File: src/rtl/perf_fpga_complicated_axi_ctrl_driver.sv
// perf_fpga_complicated_axi_ctrl_driver
//
// AXI4-Lite initiator. It turns a one-at-a-time register command stream
// (req_*) into AXI4-Lite write or read transactions on the axi_ctrl_* master
// port, returns each completion on rsp_*, and keeps completion and error
// counters. At most one transaction is outstanding at a time.
//
// Ports
//   aclk, areset        clock; asynchronous active-high reset
//   req_valid/ready     command handshake; req_wr selects write (1) or read (0)
//   req_addr            byte address, forwarded unmodified
//   req_wdata/wstrb     write payload (ignored for reads)
//   rsp_valid/ready     response handshake
//   rsp_wr              echo of the command direction
//   rsp_data            rdata for reads, 0 for writes
//   rsp_resp            bresp / rresp as received
//   wr_cnt, rd_cnt      completed writes / reads (wrap around)
//   err_cnt             completions whose resp was non-zero
//   cnt_clear           synchronous clear of all counters; wins over an increment
//   axi_ctrl_*          AXI4-Lite master channels AW, W, B, AR, R
module perf_fpga_complicated_axi_ctrl_driver #(
  parameter int unsigned CNT_BITS       = 32,
  parameter int unsigned AXI_ADDR_BITS  = 64,
  parameter int unsigned AXIL_DATA_BITS = 64
) (
  input  logic                        aclk,
  input  logic                        areset,

  // AXI4-Lite master: write address
  output logic [AXI_ADDR_BITS-1:0]    axi_ctrl_awaddr,
  output logic                        axi_ctrl_awvalid,
  input  logic                        axi_ctrl_awready,
  // write data
  output logic [AXIL_DATA_BITS-1:0]   axi_ctrl_wdata,
  output logic [AXIL_DATA_BITS/8-1:0] axi_ctrl_wstrb,
  output logic                        axi_ctrl_wvalid,
  input  logic                        axi_ctrl_wready,
  // write response
  input  logic [1:0]                  axi_ctrl_bresp,
  input  logic                        axi_ctrl_bvalid,
  output logic                        axi_ctrl_bready,
  // read address
  output logic [AXI_ADDR_BITS-1:0]    axi_ctrl_araddr,
  output logic                        axi_ctrl_arvalid,
  input  logic                        axi_ctrl_arready,
  // read data
  input  logic [AXIL_DATA_BITS-1:0]   axi_ctrl_rdata,
  input  logic [1:0]                  axi_ctrl_rresp,
  input  logic                        axi_ctrl_rvalid,
  output logic                        axi_ctrl_rready,

  // command stream
  input  logic                        req_valid,
  output logic                        req_ready,
  input  logic                        req_wr,
  input  logic [AXI_ADDR_BITS-1:0]    req_addr,
  input  logic [AXIL_DATA_BITS-1:0]   req_wdata,
  input  logic [AXIL_DATA_BITS/8-1:0] req_wstrb,

  // response stream
  output logic                        rsp_valid,
  input  logic                        rsp_ready,
  output logic                        rsp_wr,
  output logic [AXIL_DATA_BITS-1:0]   rsp_data,
  output logic [1:0]                  rsp_resp,

  // statistics
  output logic [CNT_BITS-1:0]         wr_cnt,
  output logic [CNT_BITS-1:0]         rd_cnt,
  output logic [CNT_BITS-1:0]         err_cnt,
  input  logic                        cnt_clear
);

  typedef enum logic [2:0] {
    ST_IDLE,
    ST_WR,
    ST_WR_RESP,
    ST_RD_ADDR,
    ST_RD_DATA,
    ST_RSP
  } state_e;

  state_e                      state_q,     state_d;
  logic [AXI_ADDR_BITS-1:0]    addr_q,      addr_d;
  logic [AXIL_DATA_BITS-1:0]   wdata_q,     wdata_d;
  logic [AXIL_DATA_BITS/8-1:0] wstrb_q,     wstrb_d;
  logic                        awvalid_q,   awvalid_d;
  logic                        wvalid_q,    wvalid_d;
  logic                        arvalid_q,   arvalid_d;
  logic                        bready_q,    bready_d;
  logic                        rready_q,    rready_d;
  logic                        rsp_valid_q, rsp_valid_d;
  logic                        rsp_wr_q,    rsp_wr_d;
  logic [AXIL_DATA_BITS-1:0]   rsp_data_q,  rsp_data_d;
  logic [1:0]                  rsp_resp_q,  rsp_resp_d;
  logic [CNT_BITS-1:0]         wr_cnt_q,    wr_cnt_d;
  logic [CNT_BITS-1:0]         rd_cnt_q,    rd_cnt_d;
  logic [CNT_BITS-1:0]         err_cnt_q,   err_cnt_d;

  logic b_hs;
  logic r_hs;

  // bready/rready are only ever high in WR_RESP/RD_DATA, so they alone
  // qualify the completion handshakes.
  assign b_hs = bready_q && axi_ctrl_bvalid;
  assign r_hs = rready_q && axi_ctrl_rvalid;

  always_comb begin
    state_d     = state_q;
    addr_d      = addr_q;
    wdata_d     = wdata_q;
    wstrb_d     = wstrb_q;
    awvalid_d   = awvalid_q;
    wvalid_d    = wvalid_q;
    arvalid_d   = arvalid_q;
    bready_d    = bready_q;
    rready_d    = rready_q;
    rsp_valid_d = rsp_valid_q;
    rsp_wr_d    = rsp_wr_q;
    rsp_data_d  = rsp_data_q;
    rsp_resp_d  = rsp_resp_q;

    unique case (state_q)
      ST_IDLE: begin
        if (req_valid) begin
          addr_d  = req_addr;
          wdata_d = req_wdata;
          wstrb_d = req_wstrb;
          if (req_wr) begin
            awvalid_d = 1'b1;
            wvalid_d  = 1'b1;
            state_d   = ST_WR;
          end else begin
            arvalid_d = 1'b1;
            state_d   = ST_RD_ADDR;
          end
        end
      end

      ST_WR: begin
        // AW and W retire independently; leave once both have gone.
        if (awvalid_q && axi_ctrl_awready) awvalid_d = 1'b0;
        if (wvalid_q && axi_ctrl_wready)   wvalid_d  = 1'b0;
        if (!awvalid_d && !wvalid_d) begin
          bready_d = 1'b1;
          state_d  = ST_WR_RESP;
        end
      end

      ST_WR_RESP: begin
        if (b_hs) begin
          bready_d    = 1'b0;
          rsp_valid_d = 1'b1;
          rsp_wr_d    = 1'b1;
          rsp_data_d  = '0;
          rsp_resp_d  = axi_ctrl_bresp;
          state_d     = ST_RSP;
        end
      end

      ST_RD_ADDR: begin
        if (axi_ctrl_arready) begin
          arvalid_d = 1'b0;
          rready_d  = 1'b1;
          state_d   = ST_RD_DATA;
        end
      end

      ST_RD_DATA: begin
        if (r_hs) begin
          rready_d    = 1'b0;
          rsp_valid_d = 1'b1;
          rsp_wr_d    = 1'b0;
          rsp_data_d  = axi_ctrl_rdata;
          rsp_resp_d  = axi_ctrl_rresp;
          state_d     = ST_RSP;
        end
      end

      ST_RSP: begin
        if (rsp_ready) begin
          rsp_valid_d = 1'b0;
          state_d     = ST_IDLE;
        end
      end

      default: state_d = ST_IDLE;
    endcase
  end

  always_comb begin
    wr_cnt_d  = wr_cnt_q;
    rd_cnt_d  = rd_cnt_q;
    err_cnt_d = err_cnt_q;
    if (cnt_clear) begin
      wr_cnt_d  = '0;
      rd_cnt_d  = '0;
      err_cnt_d = '0;
    end else begin
      if (b_hs) wr_cnt_d = wr_cnt_q + CNT_BITS'(1);
      if (r_hs) rd_cnt_d = rd_cnt_q + CNT_BITS'(1);
      if ((b_hs && (axi_ctrl_bresp != 2'b00)) || (r_hs && (axi_ctrl_rresp != 2'b00)))
        err_cnt_d = err_cnt_q + CNT_BITS'(1);
    end
  end

  always_ff @(posedge aclk or posedge areset) begin
    if (areset) begin
      state_q     <= ST_IDLE;
      addr_q      <= '0;
      wdata_q     <= '0;
      wstrb_q     <= '0;
      awvalid_q   <= 1'b0;
      wvalid_q    <= 1'b0;
      arvalid_q   <= 1'b0;
      bready_q    <= 1'b0;
      rready_q    <= 1'b0;
      rsp_valid_q <= 1'b0;
      rsp_wr_q    <= 1'b0;
      rsp_data_q  <= '0;
      rsp_resp_q  <= '0;
      wr_cnt_q    <= '0;
      rd_cnt_q    <= '0;
      err_cnt_q   <= '0;
    end else begin
      state_q     <= state_d;
      addr_q      <= addr_d;
      wdata_q     <= wdata_d;
      wstrb_q     <= wstrb_d;
      awvalid_q   <= awvalid_d;
      wvalid_q    <= wvalid_d;
      arvalid_q   <= arvalid_d;
      bready_q    <= bready_d;
      rready_q    <= rready_d;
      rsp_valid_q <= rsp_valid_d;
      rsp_wr_q    <= rsp_wr_d;
      rsp_data_q  <= rsp_data_d;
      rsp_resp_q  <= rsp_resp_d;
      wr_cnt_q    <= wr_cnt_d;
      rd_cnt_q    <= rd_cnt_d;
      err_cnt_q   <= err_cnt_d;
    end
  end

  assign req_ready        = (state_q == ST_IDLE) && !areset;

  assign axi_ctrl_awaddr  = addr_q;
  assign axi_ctrl_awvalid = awvalid_q;
  assign axi_ctrl_wdata   = wdata_q;
  assign axi_ctrl_wstrb   = wstrb_q;
  assign axi_ctrl_wvalid  = wvalid_q;
  assign axi_ctrl_bready  = bready_q;
  assign axi_ctrl_araddr  = addr_q;
  assign axi_ctrl_arvalid = arvalid_q;
  assign axi_ctrl_rready  = rready_q;

  assign rsp_valid        = rsp_valid_q;
  assign rsp_wr           = rsp_wr_q;
  assign rsp_data         = rsp_data_q;
  assign rsp_resp         = rsp_resp_q;

  assign wr_cnt           = wr_cnt_q;
  assign rd_cnt           = rd_cnt_q;
  assign err_cnt          = err_cnt_q;

endmodule
File: config.mk
export PLATFORM = sky130hd
export DESIGN_NAME = perf_fpga_complicated_axi_ctrl_driver
export DESIGN_NICKNAME = d
export VERILOG_FILES = /design/src/rtl/perf_fpga_complicated_axi_ctrl_driver.sv
export SDC_FILE = /design/constraint.sdc
export NUM_CORES = 1
export LEC_CHECK = 0
export ABC_AREA = 0
export CAP_MARGIN = 0
export CORE_AREA = 2 2 229 231
export DETAILED_ROUTE_END_ITERATION = 10
export DIE_AREA = 0 0 231 233
export GPL_TIMING_DRIVEN = 0
export PLACE_DENSITY = 0.55
export SLEW_MARGIN = 20
export SYNTH_ARGS = -nofsm -noshare
export SYNTH_HDL_FRONTEND = slang
export SYNTH_SLANG_ARGS = --single-unit
File: constraint.sdc
create_clock -name aclk -period 11.9 [get_ports aclk]
set_clock_uncertainty 0.15 [all_clocks]
set_input_delay 2.38 -clock aclk [delete_from_list [all_inputs] [get_ports aclk]]
set_output_delay 2.38 -clock aclk [all_outputs]
set_load 0.03 [all_outputs]
### After elaboration in Yosys (flattened, before gate mapping)

Index checks and enable logic that the tools add are counted.

| word-level totals | value |
|---|---|
| bits in registers | 308 |
| input port bits | 215 |
| output and inout bits | 370 |
| word-level logic and storage cells | 107 |

| cells by class | value |
|---|---|
| add/sub/neg operators | 3 |
| eq/ne operators | 13 |
| muxes and demuxes | 43 |
| reduce and logical (&&, ||, !) cells | 32 |

Operators with widths:

| kind | count |
|---|---|
| $mux W32 | 6 |
| $mux W64 | 2 |
| $pmux W64 S2 | 1 |
| $add A32 B1 Y32 const B | 3 |
| $reduce_bool A2 Y1 | 10 |
| $mux W3 | 6 |
| $pmux W3 S6 | 1 |
| $mux W1 | 16 |
| $ne A2 B2 Y1 const B | 8 |
| $pmux W1 S2 | 6 |
| $reduce_and A3 Y1 | 4 |
| $logic_and A1 B1 Y1 | 8 |
| $reduce_and A4 Y1 | 2 |
| $eq A3 B2 Y1 const B | 2 |
| $eq A3 B3 Y1 const B | 2 |
| $mux W2 | 3 |
| $reduce_and A6 Y1 | 1 |
| $pmux W2 S2 | 1 |
| $eq A3 B1 Y1 const B | 1 |
| $logic_not A1 Y1 | 3 |
| $logic_not A3 Y1 | 1 |
| $pmux W1 S3 | 1 |
| $reduce_bool A3 Y1 | 1 |
| $reduce_and A2 Y1 | 1 |
| $logic_or A1 B1 Y1 | 1 |

### Longest topological paths before layout

Gate-level depths: netlist of run 1.

| depth | value |
|---|---|
| word-level depth | 7 |
| mapped depth | 7 |
| depth with buffers taken out | 5 |

### Worst setup path after synthesis of run 1

Ideal clock, no wire load.

| timing path | value |
|---|---|
| path type | input to output |
| from | in areset |
| to | out req_ready |
| data arrival time | 3281 ps |
| data required time | 9370 ps |
| setup slack | 6089 ps |
| stages | 1 |
| buffers on the path | 0 |
| path through | nor4_1 |

| on the way | value |
|---|---|
| cells in the longest elaborated chain, start to end | 2 |

Ends and longest elaborated chain:

| element | RTL line | text |
|---|---|---|
| start, declared | 27 | `input logic areset,` |
| $logic_not A1 Y1 | 245 | `assign req_ready = (state_q == ST_IDLE) && !areset;` |
| $logic_and A1 B1 Y1 | 245 |  |
| end, declared | 54 | `output logic req_ready,` |

Every way passes these cells.

### Final worst setup path of run 1

Ends and elaborated chain as after synthesis.

==> results.md, run 1 <==
- Hpwl dp: 38.2 mm
- Hold Crit Depth: 2
- Final Instance Area: 21600 µm²
- Final cell count without fillers: 2459
- CTS root buf: clkbuf_16
- Global route overflow: 0
- Die width: around 230 µm
- Worst slew margin: 0.529
- Yosys warning total: 0
- Gr usage total: 0.180
- PD cells: 255 nW/µm²
- CTS Buffer Depth: 3
- Drt via density: between 4 and 5
- CTS-repair resized insts: 0
- Register area share after synthesis: 0.567
- Post-Synthesis Cells: 1122
- Final hold vios: 0
- Peak VDD IR: 175 µV
- Critical Path Fanout Max: 2
- WP data required: 9370 ps
- Share of cells above drive strength 1: 0.181
- TritonCTS Buffers: 38
- Post-synth EDFFs: 0
- Pre-CTS setup slack: 5460 ps
- Initial drt markers: approximately 480
- CTS tree: done
- Synth unique cells: 49
- Std-Cell Core Area: between 50000 and 60000 µm²
- Synthesized area per cell: about 12 µm²
- Worst hold slack: 326 ps
- Worst EP arrival: around 3900 ps
- Clock slew at reported path FFs: 50 ps
- Outcome: completed
- Initial Utilization: 0.266
- Post-CTS setup buffers: 0
- FF-to-FF path depth: 6
- Global placer's final weighted congestion: 0.827
- Clk_lat worst skew: 540 ps
- Routed wire length: ~50 mm
- Mapped cell area: 13600 µm²
- Residual DRC: 0
- DRT Pass-1 Iters: 5
- Die area: 53800 µm²
- First-pass GRT wire length: 73.8 mm
- # port buffers: approximately 580
- IO Pins: about 600
- Period minus WS final: about 6400 ps
- Final setup violation count: 0
- Least-Margin Pin Slew: 706 ps
- Worst Setup Path Type: primary input to output port
- Die height: 233 µm
- Total number of vias: 11500
- Routed wire per std cell: a little over 20 µm
- Hold buffers post-CTS: 0
- Initial antenna violation count: 8
- Worst hold-check path type: flop to flop
- Setup ws final: 5450 ps
- Final period util: 0.542
- Post-layout nets: approximately 2000
- Area grow syn2layout: 59.0%
- Async SR Flop Fraction: 1.00
- Mapped Nets: roughly 1300
- Register bit count reported by yosys: about 310
- Synth Flop Type: dfrtp_1
- H-tree depth: 2
- Slew Limit Fails: 0
- RSZ-0062 raised after global routing: false
- Setup crit start kind: primary input
- # rows: 83
- Vias in the first global route: between 10000 and 15000
- Largest net degree at the start of global routing: just over 90
- Max cap viols: 0
- Max Fclk: 155 MHz
- Antenna viol nets, final: 0
- Critical Path Sink Type: output port
- Clock sink count: roughly 310
- P_leak: 0.00886 µW
- Post-DP Area: 20400 µm²
- Post-Place Cells: 2388
## power by group
part | internal [µW] | total [µW] | switching [µW]
Sequential | 1390 | 1630 | 244
Clock | 691 | 1150 | 457
Combinational | 1270 | 2740 | 1480
## registers in the layout (all words and copies together), names as in the netlist, 2 cells and up
signal / cells
rsp_data: 64
axi_ctrl_wstrb: 8
rsp_resp: 2
state_q: 3
err_cnt: 32
axi_ctrl_wdata: 64
wr_cnt: 32
axi_ctrl_araddr: 64
rd_cnt: 32
## cells by family (layout without fill, tap and decap cells)
logic type,after synthesis,count (layout),synth area share
flops,308,308,0.567
simple gates,270,270,0.116
compound gates,211,211,0.106
mux,152,152,0.125
buf+inv,150,803,0.0654
xor+xnor,28,28,0.0180
fa+ha+maj,3,3,0.00276
other cells,0,4,0
## Yosys cell counts, types with 2 or more instances
master	number	share of area
or4_1	29	0.016
dfrtp_1	308	0.57
o211ai_1	8	0.0044
ha_1	3	0.0028
a211oi_1	2	0.0011
o2111ai_1	4	0.0026
nor2_1	42	0.012
mux2i_1	4	0.0029
nor4_1	6	0.0028
buf_6	3	0.0025
nand2_1	44	0.012
a31oi_1	4	0.0018
nand4b_1	2	0.0013
buf_4	66	0.036
clkbuf_1	28	0.0077
mux2_2	148	0.12
or3_1	23	0.011
nor2b_1	18	0.0083
and4_2	2	0.0015
inv_1	18	0.0050
o31ai_1	28	0.015
nand3_1	29	0.011
nor3_1	9	0.0033
nand2b_1	2	0.00092
nand4_1	21	0.0097
nand4_2	3	0.0028
or3_2	2	0.0011
buf_1	2	0.00055
and2_1	3	0.0014
o21ai_0	32	0.012
nor4b_1	3	0.0019
and4_1	19	0.012
a22o_1	64	0.041
xor2_1	21	0.014
a21oi_1	61	0.022
buf_2	32	0.012
xnor2_1	7	0.0045
nor3b_1	2	0.0011
and3_1	9	0.0041
o211a_1	2	0.0015
## final timing paths
check | slack (ps) | start | to
worst min register to register | 330 | rsp_resp[1] | rsp_resp[1]
min in group asynchronous | 2200 | areset | rd_cnt[4]
worst min-delay path | 330 | rsp_resp[1] | rsp_resp[1]
worst max register to register | 9280 | state_q[0] | rsp_data[4]
max in group asynchronous | 8140 | areset | rsp_data[28]
worst max-delay path | 5450 | areset | req_ready
## cell usage in the layout, fill, tap and decap left out, types with 18 or more instances in the layout
master	instances
or3_1	23
o31ai_1	28
nand3_1	29
clkdlybuf4s50_1	583
and4_1	19
a22o_1	64
dfrtp_1	308
buf_2	32
or4_1	29
nor2_1	42
clkbuf_16	39
nor2b_1	18
o21ai_0	32
xor2_1	21
a21oi_1	61
buf_4	66
clkbuf_1	36
nand2_1	44
nand4_1	21
mux2_2	148
## stage by stage
stage / power, µW / setup TNS [ps] / util
2_1_floorplan: 3170 / 0 / -
3_3_place_gp: 4390 / -1144570 / 0.397
3_5_place_dp: 4410 / 0 / 0.399
4_1_cts: 5600 / 0 / 0.423
5_1_grt: 5760 / 0 / 0.423
6_report: 5520 / 0 / 0.423
## layout make-up
class,count,area (µm²)
buffer,132,823
fill,4967,29500
antenna,4,10.0
clock inverter,8,71.3
inverter,18,75.1
timing repair buffer,586,5920
sequential,308,7710
multi-input combinational,664,5000
tap,680,851
clock buffer,59,1160
## metal layers
metal,share of wire,track usage,vias up
met4,0.033,0.0732,6
met3,0.082,0.0591,82
met1,0.39,0.213,5713
li1,-,-,5322
met5,0.00068,0,-
met2,0.49,0.299,404
## critical path: stages
cell and delay, ps:
clkdlybuf4s50_1 530, nor4_1 230, clkdlybuf4s50_1 770
(Power assumes the default switching activity.)
==> inputs of run 2 (changes only) <==
==> constraint.sdc (replaced) <==
create_clock -name aclk -period 6.1 [get_ports aclk]
set_clock_uncertainty 0.15 [all_clocks]
set_input_delay 1.22 -clock aclk [delete_from_list [all_inputs] [get_ports aclk]]
set_output_delay 1.22 -clock aclk [all_outputs]
set_load 0.03 [all_outputs]
==> run 2 against run 1 <==
  * Register-to-register slack worse by 5800 ps
  * Clock-buffer cell count did not move
  * Highest routed layer unchanged
  * Critical path type unchanged
  * Setup slack worse by 3600 ps
==> results.md, run 2 (synthesized netlist as in run 1, its figures left out) <==
- RSZ-0062 raised after global routing: false
- Std-Cell Core Area: 51100 µm² (unchanged)
- Worst Setup Path Type: primary input to output port
- Period minus WS final: approximately 4200 ps
- P_leak: 0.00894 µW (+0.80%)
- Total number of vias: 11600 (+0.46%)
- Hpwl dp: 39.2 mm (+2.6%)
- Critical Path Sink Type: output port
- First-pass GRT wire length: 74.9 mm (+1.6%)
- CTS Buffer Depth: 3 (unchanged)
- Initial antenna violation count: 2 (-6)
- WP data required: 4730 ps (-4640 ps)
- TritonCTS Buffers: 39 (+2.6%)
- Initial Utilization: 0.266 (unchanged)
- CTS root buf: clkbuf_16
- CTS tree: done
- Post-Place Cells: 2398 (+0.42%)
- Worst EP arrival: 2840 ps (-1080 ps)
- Clock sink count: 308 (unchanged)
- # rows: 83 (unchanged)
- Largest net degree at the start of global routing: 31 (-66%)
- Final period util: 0.691
- Most frequent cells in the layout: clkdlybuf4s50_1, dfrtp_1, mux2_2, buf_4, a22o_1
- Final setup violation count: 0 (unchanged)
- Met1 Usage GRT: 0.224 (+0.0109)
- Final hold vios: 0 (unchanged)
- Share of cells above drive strength 1: 0.184 (+0.00311)
- R2R Setup Slk: 3470 ps (-5810 ps)
- Hold buffers post-CTS: 0 (unchanged)
- Global route overflow: 0 (unchanged)
- Routed wire length: 50.6 mm (+1.2%)
- Residual DRC: 0 (unchanged)
- H-tree depth: 2 (unchanged)
- Drt via density: 4.70 (+0.30%)
- Die height: 233 µm (unchanged)
- Worst R2R Start: state_q[0]
- Antenna viol nets, final: 0 (unchanged)
- Diode count: 0 (-4)
- Outcome: completed
- Worst R2R End: rsp_data[49]
- CTS-repair resized insts: 0 (unchanged)
- IO Pins: 585 (unchanged)
- Final cell count without fillers: 2463 (+0.16%)
- Most common cell after layout, fill and taps aside: clkdlybuf4s50_1
- GR peak layer: met2
- Global placer's final weighted congestion: 0.831 (+0.45%)
- Hold Crit Depth: 2 (unchanged)
- Die width: 231 µm (unchanged)
- Post-CTS setup buffers: 0 (unchanged)
- DRT Pass-1 Iters: 4 (-1)
- Vias in the first global route: 11600 (-1.7%)
- Critical Path Fanout Max: 2 (unchanged)
- Peak VDD IR: 383 µV (+120%)
- Clock slew at reported path FFs: 60 ps (about the same)
- # port buffers: 583 (unchanged)
- Routed wire per std cell: 20.5 µm (+0.99%)
- Clk_lat worst skew: 550 ps (about the same)
- Max cap viols: 0 (unchanged)
- Slew Limit Fails: 0 (unchanged)
- Met3 Use GR: 0.0599 (+0.000858)
- Die area: 53800 µm² (unchanged)
- PD cells: 495 nW/µm² (+94%)
- Pwr Total: 10800 µW (+95%)
- Setup crit end: req_ready
- Worst hold-check path type: flop to flop
- Least-Margin Pin Slew: 800 ps (+94.2 ps)
- Post-layout nets: 1977 (+0.56%)
- Initial drt markers: 613 (+28%)
- FF-to-FF path depth: 5 (-1)
- Max Fclk: 237 MHz
- Area grow syn2layout: 60.1%
- Setup crit start kind: primary input
- Gr usage total: 0.183 (+0.00364)
- Met2 Usage GRT: 0.309 (+0.0101)
- Worst slew margin: 0.467 (-0.0618)
- Worst setup path start: areset
## run 2: per-layer routing
metal	share of wire	vias up
met3	0.081	64
li1	-	5331
met5	0.00036	-
met4	0.019	4
met1	0.40	5777
met2	0.49	404
## run 2: area by class of cell
type	instances	area [µm²]
tap	680	851
timing repair buffer	596	6130
clock buffer	59	1150
fill	4830	29300
multi-input combinational	664	5000
buffer	132	823
inverter	18	71.3
sequential	308	7710
clock inverter	6	40.0
## run 2: power by group
| group | leakage (µW) | internal (µW) | switching, µW |
|---|---|---|---|
| Combinational | 0.00438 | 2480 | 2910 |
| Sequential | 0.00397 | 2710 | 490 |
| Clock | 0.000585 | 1290 | 896 |
## run 2: worst min-delay path by stage
stage                       startpoint            endpoint  slack (ps)
floorplan                    rsp_valid           rsp_valid         500
global placement           rsp_resp[1]         rsp_resp[1]         320
detailed placement         rsp_resp[0]         rsp_resp[0]         320
CTS                        rsp_resp[0]         rsp_resp[0]         330
global route        axi_ctrl_wdata[40]  axi_ctrl_wdata[40]         360
finish                     rsp_resp[0]         rsp_resp[0]         330
## run 2: through the flow
stage	TNS (ps)	util	hold WS [ps]	setup slack (ps)	instance area [µm²]
floorplan	0	-	499	631	13600
global placement	-619770	0.397	321	-2050	20300
detailed placement	0	0.403	320	1890	20600
CTS	0	0.426	334	1880	21800
global route	0	0.426	364	1820	21800
finish	0	0.426	327	1890	21800
## run 2: worst max-delay path: stages
cell	delay (ps)
clkdlybuf4s50_1	510
nor4_1	310
clkdlybuf4s50_1	790
